==> config.mk <==
export PLATFORM = sky130hd
export DESIGN_NAME = mem_target_flat
export DESIGN_NICKNAME = d
export VERILOG_FILES = /design/src/rtl/mem_target_pkg.sv /design/src/rtl/mem_target_if.sv /design/src/rtl/mem_target_ram_sp.sv /design/src/rtl/mem_target.sv /design/src/flat_wrapper.sv
export SDC_FILE = /design/constraint.sdc
export NUM_CORES = 2
export LEC_CHECK = 0
export BUFFER_PORTS_ARGS = -buffer_cell sky130_fd_sc_hd__buf_4
export CORE_MARGIN = 2
export CORE_UTILIZATION = 29
export DETAILED_ROUTE_END_ITERATION = 8
export GPL_TIMING_DRIVEN = 0
export HOLD_SLACK_MARGIN = 0.02
export PLACE_DENSITY = 0.39
export SLEW_MARGIN = 5
export SYNTH_ARGS = -nofsm -noshare
export SYNTH_HDL_FRONTEND = slang
export SYNTH_SLANG_ARGS = --single-unit
==> constraint.sdc <==
create_clock -name clk -period 10.25 [get_ports clk]
set_input_delay 1.025 -clock clk [delete_from_list [all_inputs] [get_ports clk]]
set_output_delay 1.025 -clock clk [all_outputs]
set_load 0.02 [all_outputs]
==> src/rtl/mem_target_pkg.sv <==
// Shared constants for the CPU <-> memory-target link: command codes, address map and target states.
package cpu_mem_pkg;

    localparam logic [1:0] MNONE  = 2'b00;
    localparam logic [1:0] MREAD  = 2'b01;
    localparam logic [1:0] MWRITE = 2'b10;

    localparam int         RAM_WORDS = 256;
    localparam logic [8:0] LED_ADDR  = 9'h100;
    localparam logic [8:0] SW_ADDR   = 9'h140;

    typedef enum logic {
        INIT,
        RUN
    } mem_state_e;

endpackage

==> src/rtl/mem_target_if.sv <==
// CPU-side memory bus: the CPU drives command/address/data, the target returns read data and readiness.
interface mem_target_if;

    logic [1:0]  mem_cmd;
    logic [8:0]  mem_addr;
    logic [15:0] write_data;
    logic [15:0] read_data;
    logic        ready;

    modport master (
        output mem_cmd,
        output mem_addr,
        output write_data,
        input  read_data,
        input  ready
    );

    modport slave (
        input  mem_cmd,
        input  mem_addr,
        input  write_data,
        output read_data,
        output ready
    );

endinterface

==> src/rtl/mem_target_ram_sp.sv <==
// Single-port RAM: synchronous write, synchronous read with a read-enable so dout holds between reads.
module ram_sp #(
    parameter int WIDTH = 16,
    parameter int DEPTH = 256,
    parameter int AW    = $clog2(DEPTH)
) (
    input  logic             clk,
    input  logic             reset,
    input  logic             we,
    input  logic             re,
    input  logic [AW-1:0]    addr,
    input  logic [WIDTH-1:0] din,
    output logic [WIDTH-1:0] dout
);

    logic [WIDTH-1:0] mem_q [DEPTH];
    logic [WIDTH-1:0] dout_q;

    // Array has no reset so it maps onto block RAM; the owner clears it explicitly.
    always_ff @(posedge clk) begin
        if (we) begin
            mem_q[addr] <= din;
        end
    end

    always_ff @(posedge clk) begin
        if (reset) begin
            dout_q <= '0;
        end else if (re) begin
            dout_q <= mem_q[addr];
        end
    end

    assign dout = dout_q;

endmodule

==> src/rtl/mem_target.sv <==
// Memory-mapped target: 256x16 RAM, LED register and synchronised switch port, with a post-reset RAM clear.
// Optional MEM_ACCESS_CNT_EN adds rd_count/wr_count counters of successful RUN-state accesses.
module mem_target
    import cpu_mem_pkg::*;
(
    input  logic         clk,
    input  logic         reset,
    mem_target_if.slave  bus,
    input  logic [7:0]   SW,
    output logic [7:0]   LEDR,
    output logic         bus_err
`ifdef MEM_ACCESS_CNT_EN
    ,
    output logic [15:0]  rd_count,
    output logic [15:0]  wr_count
`endif
);

    mem_state_e  state_q, state_d;
    logic [7:0]  clrAddr_q, clrAddr_d;
    logic [7:0]  swMeta_q, swSync_q;
    logic [7:0]  ledr_q;
    logic        busErr_q;
    logic        rdSel_q;
    logic [15:0] rdReg_q;

    logic        isRam, isLed, isSw;
    logic        cmdRead, cmdWrite, cmdIll;
    logic        readOk, writeOk, accessErr;
    logic        ramWe, ramRe;
    logic [7:0]  ramAddr;
    logic [15:0] ramDin, ramDout;
    logic [15:0] regRdData;

    always_ff @(posedge clk) begin
        if (reset) begin
            state_q   <= INIT;
            clrAddr_q <= '0;
        end else begin
            state_q   <= state_d;
            clrAddr_q <= clrAddr_d;
        end
    end

    always_comb begin
        state_d   = state_q;
        clrAddr_d = clrAddr_q;
        if (state_q == INIT) begin
            clrAddr_d = clrAddr_q + 8'd1;
            if (clrAddr_q == 8'hFF) begin
                state_d = RUN;
            end
        end
    end

    // Address decode; only meaningful in RUN, INIT traffic is masked below.
    always_comb begin
        isRam     = ~bus.mem_addr[8];
        isLed     = (bus.mem_addr == LED_ADDR);
        isSw      = (bus.mem_addr == SW_ADDR);
        cmdRead   = (bus.mem_cmd == MREAD);
        cmdWrite  = (bus.mem_cmd == MWRITE);
        cmdIll    = (bus.mem_cmd == 2'b11);
        readOk    = cmdRead  && (isRam || isLed || isSw);
        writeOk   = cmdWrite && (isRam || isLed);
        accessErr = (cmdRead && !readOk) || (cmdWrite && !writeOk) || cmdIll;
    end

    always_comb begin
        ramWe   = 1'b0;
        ramRe   = 1'b0;
        ramAddr = bus.mem_addr[7:0];
        ramDin  = bus.write_data;
        case (state_q)
            INIT: begin
                ramWe   = 1'b1;
                ramAddr = clrAddr_q;
                ramDin  = '0;
            end
            RUN: begin
                ramWe = writeOk && isRam;
                ramRe = readOk && isRam;
            end
            default: ;
        endcase
    end

    always_comb begin
        regRdData = '0;
        if (readOk && isLed) begin
            regRdData = {8'b0, ledr_q};
        end else if (readOk && isSw) begin
            regRdData = {8'b0, swSync_q};
        end
    end

    // Register-side read data and the RAM/register select are captured together so read_data stays registered.
    always_ff @(posedge clk) begin
        if (reset) begin
            swMeta_q <= '0;
            swSync_q <= '0;
            ledr_q   <= '0;
            busErr_q <= 1'b0;
            rdSel_q  <= 1'b0;
            rdReg_q  <= '0;
        end else begin
            swMeta_q <= SW;
            swSync_q <= swMeta_q;
            if (state_q == RUN) begin
                if (accessErr) begin
                    busErr_q <= 1'b1;
                end
                if (writeOk && isLed) begin
                    ledr_q <= bus.write_data[7:0];
                end
                if (cmdRead) begin
                    rdSel_q <= readOk && isRam;
                    rdReg_q <= regRdData;
                end
            end
        end
    end

`ifdef MEM_ACCESS_CNT_EN
    logic [15:0] rdCount_q, wrCount_q;

    always_ff @(posedge clk) begin
        if (reset) begin
            rdCount_q <= '0;
            wrCount_q <= '0;
        end else if (state_q == RUN) begin
            if (readOk) begin
                rdCount_q <= rdCount_q + 16'd1;
            end
            if (writeOk) begin
                wrCount_q <= wrCount_q + 16'd1;
            end
        end
    end

    assign rd_count = rdCount_q;
    assign wr_count = wrCount_q;
`endif

    ram_sp #(
        .WIDTH (16),
        .DEPTH (RAM_WORDS)
    ) u_ram (
        .clk   (clk),
        .reset (reset),
        .we    (ramWe),
        .re    (ramRe),
        .addr  (ramAddr),
        .din   (ramDin),
        .dout  (ramDout)
    );

    assign bus.read_data = rdSel_q ? ramDout : rdReg_q;
    assign bus.ready     = (state_q == RUN);
    assign LEDR          = ledr_q;
    assign bus_err       = busErr_q;

endmodule

==> src/flat_wrapper.sv <==
// flat-port wrapper written by rule: the top's interface ports become plain ports
module mem_target_flat import cpu_mem_pkg::*;
  (clk, reset, SW, LEDR, bus_err, bus_mem_cmd, bus_mem_addr, bus_write_data, bus_read_data, bus_ready);
  mem_target_if bus_i ();
  input  logic clk;
  input  logic reset;
  input  logic [7:0] SW;
  output logic [7:0] LEDR;
  output logic bus_err;
  input wire logic [$bits(bus_i.mem_cmd)-1:0] bus_mem_cmd;
  input wire logic [$bits(bus_i.mem_addr)-1:0] bus_mem_addr;
  input wire logic [$bits(bus_i.write_data)-1:0] bus_write_data;
  output wire logic [$bits(bus_i.read_data)-1:0] bus_read_data;
  output wire logic [$bits(bus_i.ready)-1:0] bus_ready;
  assign bus_i.mem_cmd = bus_mem_cmd;
  assign bus_i.mem_addr = bus_mem_addr;
  assign bus_i.write_data = bus_write_data;
  assign bus_read_data = bus_i.read_data;
  assign bus_ready = bus_i.ready;
  mem_target u_core (.clk(clk), .reset(reset), .bus(bus_i), .SW(SW), .LEDR(LEDR), .bus_err(bus_err));
endmodule
==> flow_summary.ini <==
[power_and_ir_drop]
vdd_drop_max_v = 0.000148
power_density_mw_per_mm2 = 198
p_leak_nw = 62.5
p_sw_mw = 9.84
pwr-share-comb_pct = 8.8
total_power_mw = 38.2
p_int_mw = 28.3
p_clk_share_pct = 42.9
p_seq_share_pct = 48.2
swShare_pct = 25.8

[clock_network]
cts-htree-levels = 5
cts_setup_buffers = 0
clock_path_buffers = 4
ctsResizeCount = 0
hold_buffers = 0
cts_root_buf = clkbuf_16
clk_pin_slew_ps = 60
cts_buffers = 465
clock-sinks = 4155
cts_tree = done
clock_latency_ps = 1110

[global_route]
grt_pass1_vias = 87600
grtUsageMet3_pct = 9.75
grt_pass1_wl_mm = 1050
grt_max_degree = 93
antenna_found_initial = 168
busiest_layer = met2
use_met2_pct = 44.0
track_usage_pct = 30.4
grt_use_met1_pct = 39.8
grt_overflow = 0

[yosys]
ys_seq_area_share_pct = 78.4
ys_dominant_reg_cell = edfxtp_1
synth_cell_types = 60
synth_edf_count = 4096
avgSynthCellArea_sq_um = 20.7
synthesis.area_sq_mm = 0.158
yosysWarnings = 0
synth_seq_cells = 4155
synth_nets = 7709
synth_common_cells = 4096 x edfxtp_1, 718 x mux4_2, 559 x mux2i_1, 310 x a22oi_1, 305 x a21oi_1
async_flop_share_pct = 0
yosysTopAreaCell = edfxtp_1
synthTopCellsByArea = edfxtp_1 78%, mux4_2 10%, mux2i_1 3.5%
synth.most_common_cell = edfxtp_1
yosys.area.top_type_share_pct = 77.6
syn_inst = 7671

[critical_path]
end_kind = flip-flop
r2r_cells = 12
reg2reg_to = u_core.u_ram.dout[13]$_SDFFE_PP0P_
ff2ff_setup_slack_ps = 2420
timing_worst_setup_path_type = reg2reg
cp.required_ps = 11150
crit_path_start_kind = flip-flop
arrival_ps = 8730
crit_fanout = 10
r2r_start = u_core.bus.ready$_SDFF_PP0_

[floorplan]
design.die.area_sq_mm = 0.552
core_region_area_sq_mm = 0.545
start_util_pct = 29.1
rows = 271
num_io_pins = 63
die_w_um = 743
die_h_um = 743

[cells_and_area]
area_growth_pct = 21.6
multi_input_area_sq_mm = 0.0341
nets = 8593
drive_gt1_share_pct = 28.0
layout.area.seq_sq_mm = 0.124
nFillCells = 50700
instances_no_fill = 16200

[status]
violations = capacitance limit, slew limit
status = complete, but fails checks

[place]
hpwl_mm = 609
gp_congestion = 1.03
dpl.cell_count = 15300
numPortBuffers = 59

[job]
max-cap-violations = 9

[route]
remaining_drc_errors = 0
firstDrtPassIters = 8
viasPerCell = 5.80
drtIter0Drc = 16900
wire_per_inst_um = 52.7
via_count = 94200
ant_nets = 0
wl_mm = 857

[timing]
fin_skew_ps = 109
setup_viol = 0
post-route-min-period_ps = 7830
slew_violations = 57
final-hold-violation-count = 0
rsz0062_at_grt = no
relSlewSlack_pct = -11.4
fmax_ghz = 0.128
worst_pin_slew_ps = 1670
final.period_utilization_pct = 76.4

[worst_hold_path]
min_path_cells = 2
hold_end = u_core.swMeta_q[7]$_SDFF_PP0_
hp-class = in2reg
hp-start = SW[7]
## cells in the final DEF, fill, tap and decap left out, types with 26 or more instances in the layout
cell type and n:
buf_16 136, edfxtp_1 4096, o22ai_1 261, nand2_1 223
a21oi_1 290, clkbuf_1 170, dfxtp_1 59, a22oi_1 310
diode_2 69, clkbuf_16 467, buf_12 152, nor2_4 237
mux4_2 718, clkbuf_2 153, buf_4 106, o41ai_1 56
bufinv_16 26, buf_6 54, buf_2 204, nor2_1 51
clkinv_1 122, mux2i_1 559, clkinv_2 79
## how the worst max path moves through the flow
stage	startpoint	end	slack, ps	cells past startpoint
after floorplan	u_core.bus.ready$_SDFF_PP0_	u_core.u_ram.mem_q[0][0]$_DFFE_PP_	4470	6
after global placement	u_core.bus.ready$_SDFF_PP0_	u_core.u_ram.mem_q[174][0]$_DFFE_PP_	-1810	6
after detailed placement	bus_mem_addr[1]	u_core.u_ram.dout[13]$_SDFFE_PP0P_	2320	12
after CTS	u_core.bus.ready$_SDFF_PP0_	u_core.u_ram.mem_q[43][12]$_DFFE_PP_	2930	13
after global routing	u_core.bus.ready$_SDFF_PP0_	u_core.u_ram.mem_q[43][12]$_DFFE_PP_	2910	13
final	u_core.bus.ready$_SDFF_PP0_	u_core.u_ram.dout[13]$_SDFFE_PP0P_	2420	12
## registers in the layout, indices dropped and copies added, names as in the netlist
signal,count
u_core.u_ram.mem_q,4096
u_core.swMeta_q,8
u_core.bus.ready,1
u_core.swSync_q,8
u_core.bus_err,1
u_core.rdSel_q,1
u_core.rdReg_q,8
u_core.u_ram.dout,16
u_core.clrAddr_q,8
u_core.LEDR,8
## logic make-up (layout without fill, tap and decap cells)
| logic type | count (synthesis) | in the layout | share of synthesized area (%) |
|---|---|---|---|
| other | 0 | 69 | 0 |
| adder cells (fa/ha/maj) | 1 | 1 | 0.00789 |
| XOR/XNOR | 7 | 7 | 0.0387 |
| AND/OR/NAND/NOR | 666 | 666 | 1.81 |
| AO/OA/AOI/OAI | 1077 | 1077 | 4.51 |
| flip-flops | 4155 | 4155 | 78.4 |
| multiplexers | 1287 | 1287 | 13.8 |
| buffers and inverters | 478 | 1749 | 1.47 |
## cell type report
| class | count | area share (%) |
|---|---|---|
| Buffer | 475 | 1.34 |
| Sequential cell | 4155 | 64.4 |
| Antenna cell | 69 | 0.0896 |
| Clock inverter | 266 | 1.26 |
| Inverter | 3 | 0.00584 |
| Clock buffer | 588 | 6.33 |
| Multi-Input combinational cell | 3038 | 17.7 |
| Tap cell | 7234 | 4.70 |
| Timing Repair Buffer | 417 | 4.15 |
## per-stage QoR
stage	setup WS, ps	hold WS [ps]	utilization, %	setup TNS (ps)	cell area, sq um
2_1_floorplan	4470	414	-	0	158000
3_5_place_dp	2320	426	32.7	0	178000
4_1_cts	2930	90.2	35.4	0	193000
5_1_grt	2910	136	35.4	0	193000
3_3_place_gp	-1810	422	30.8	-5146220	168000
6_report	2420	157	35.4	0	193000
## metal layers
layer	up-vias	routed length [um]	share of wire, %
met4	34	60100	7.0
met1	52200	340000	40
met2	6441	364000	42
li1	34100	-	-
met5	-	230	0.027
met3	1409	93100	11
## critical path: stages (launching register included)
cell and delay [ps]:
dfxtp_1 340, buf_6 230, mux2_1 180, buf_2 220, buf_2 430, buf_2 770, buf_2 1110, buf_2 1100
mux4_2 430, a21oi_1 1170, o2111ai_1 270, a22oi_1 1010, a311oi_1 210
## power by group through the flow
stage / Clock [mW] / Sequential [mW] / Combinational (mW)
after floorplan: 0 / 18.8 / 1.18
after global placement: 0 / 18.8 / 3.09
after global routing: 17.1 / 18.4 / 3.25
final: 16.4 / 18.4 / 3.37
after detailed placement: 0 / 18.8 / 3.24
after CTS: 16.5 / 18.4 / 3.25
Power figures use the tool's default switching activity.
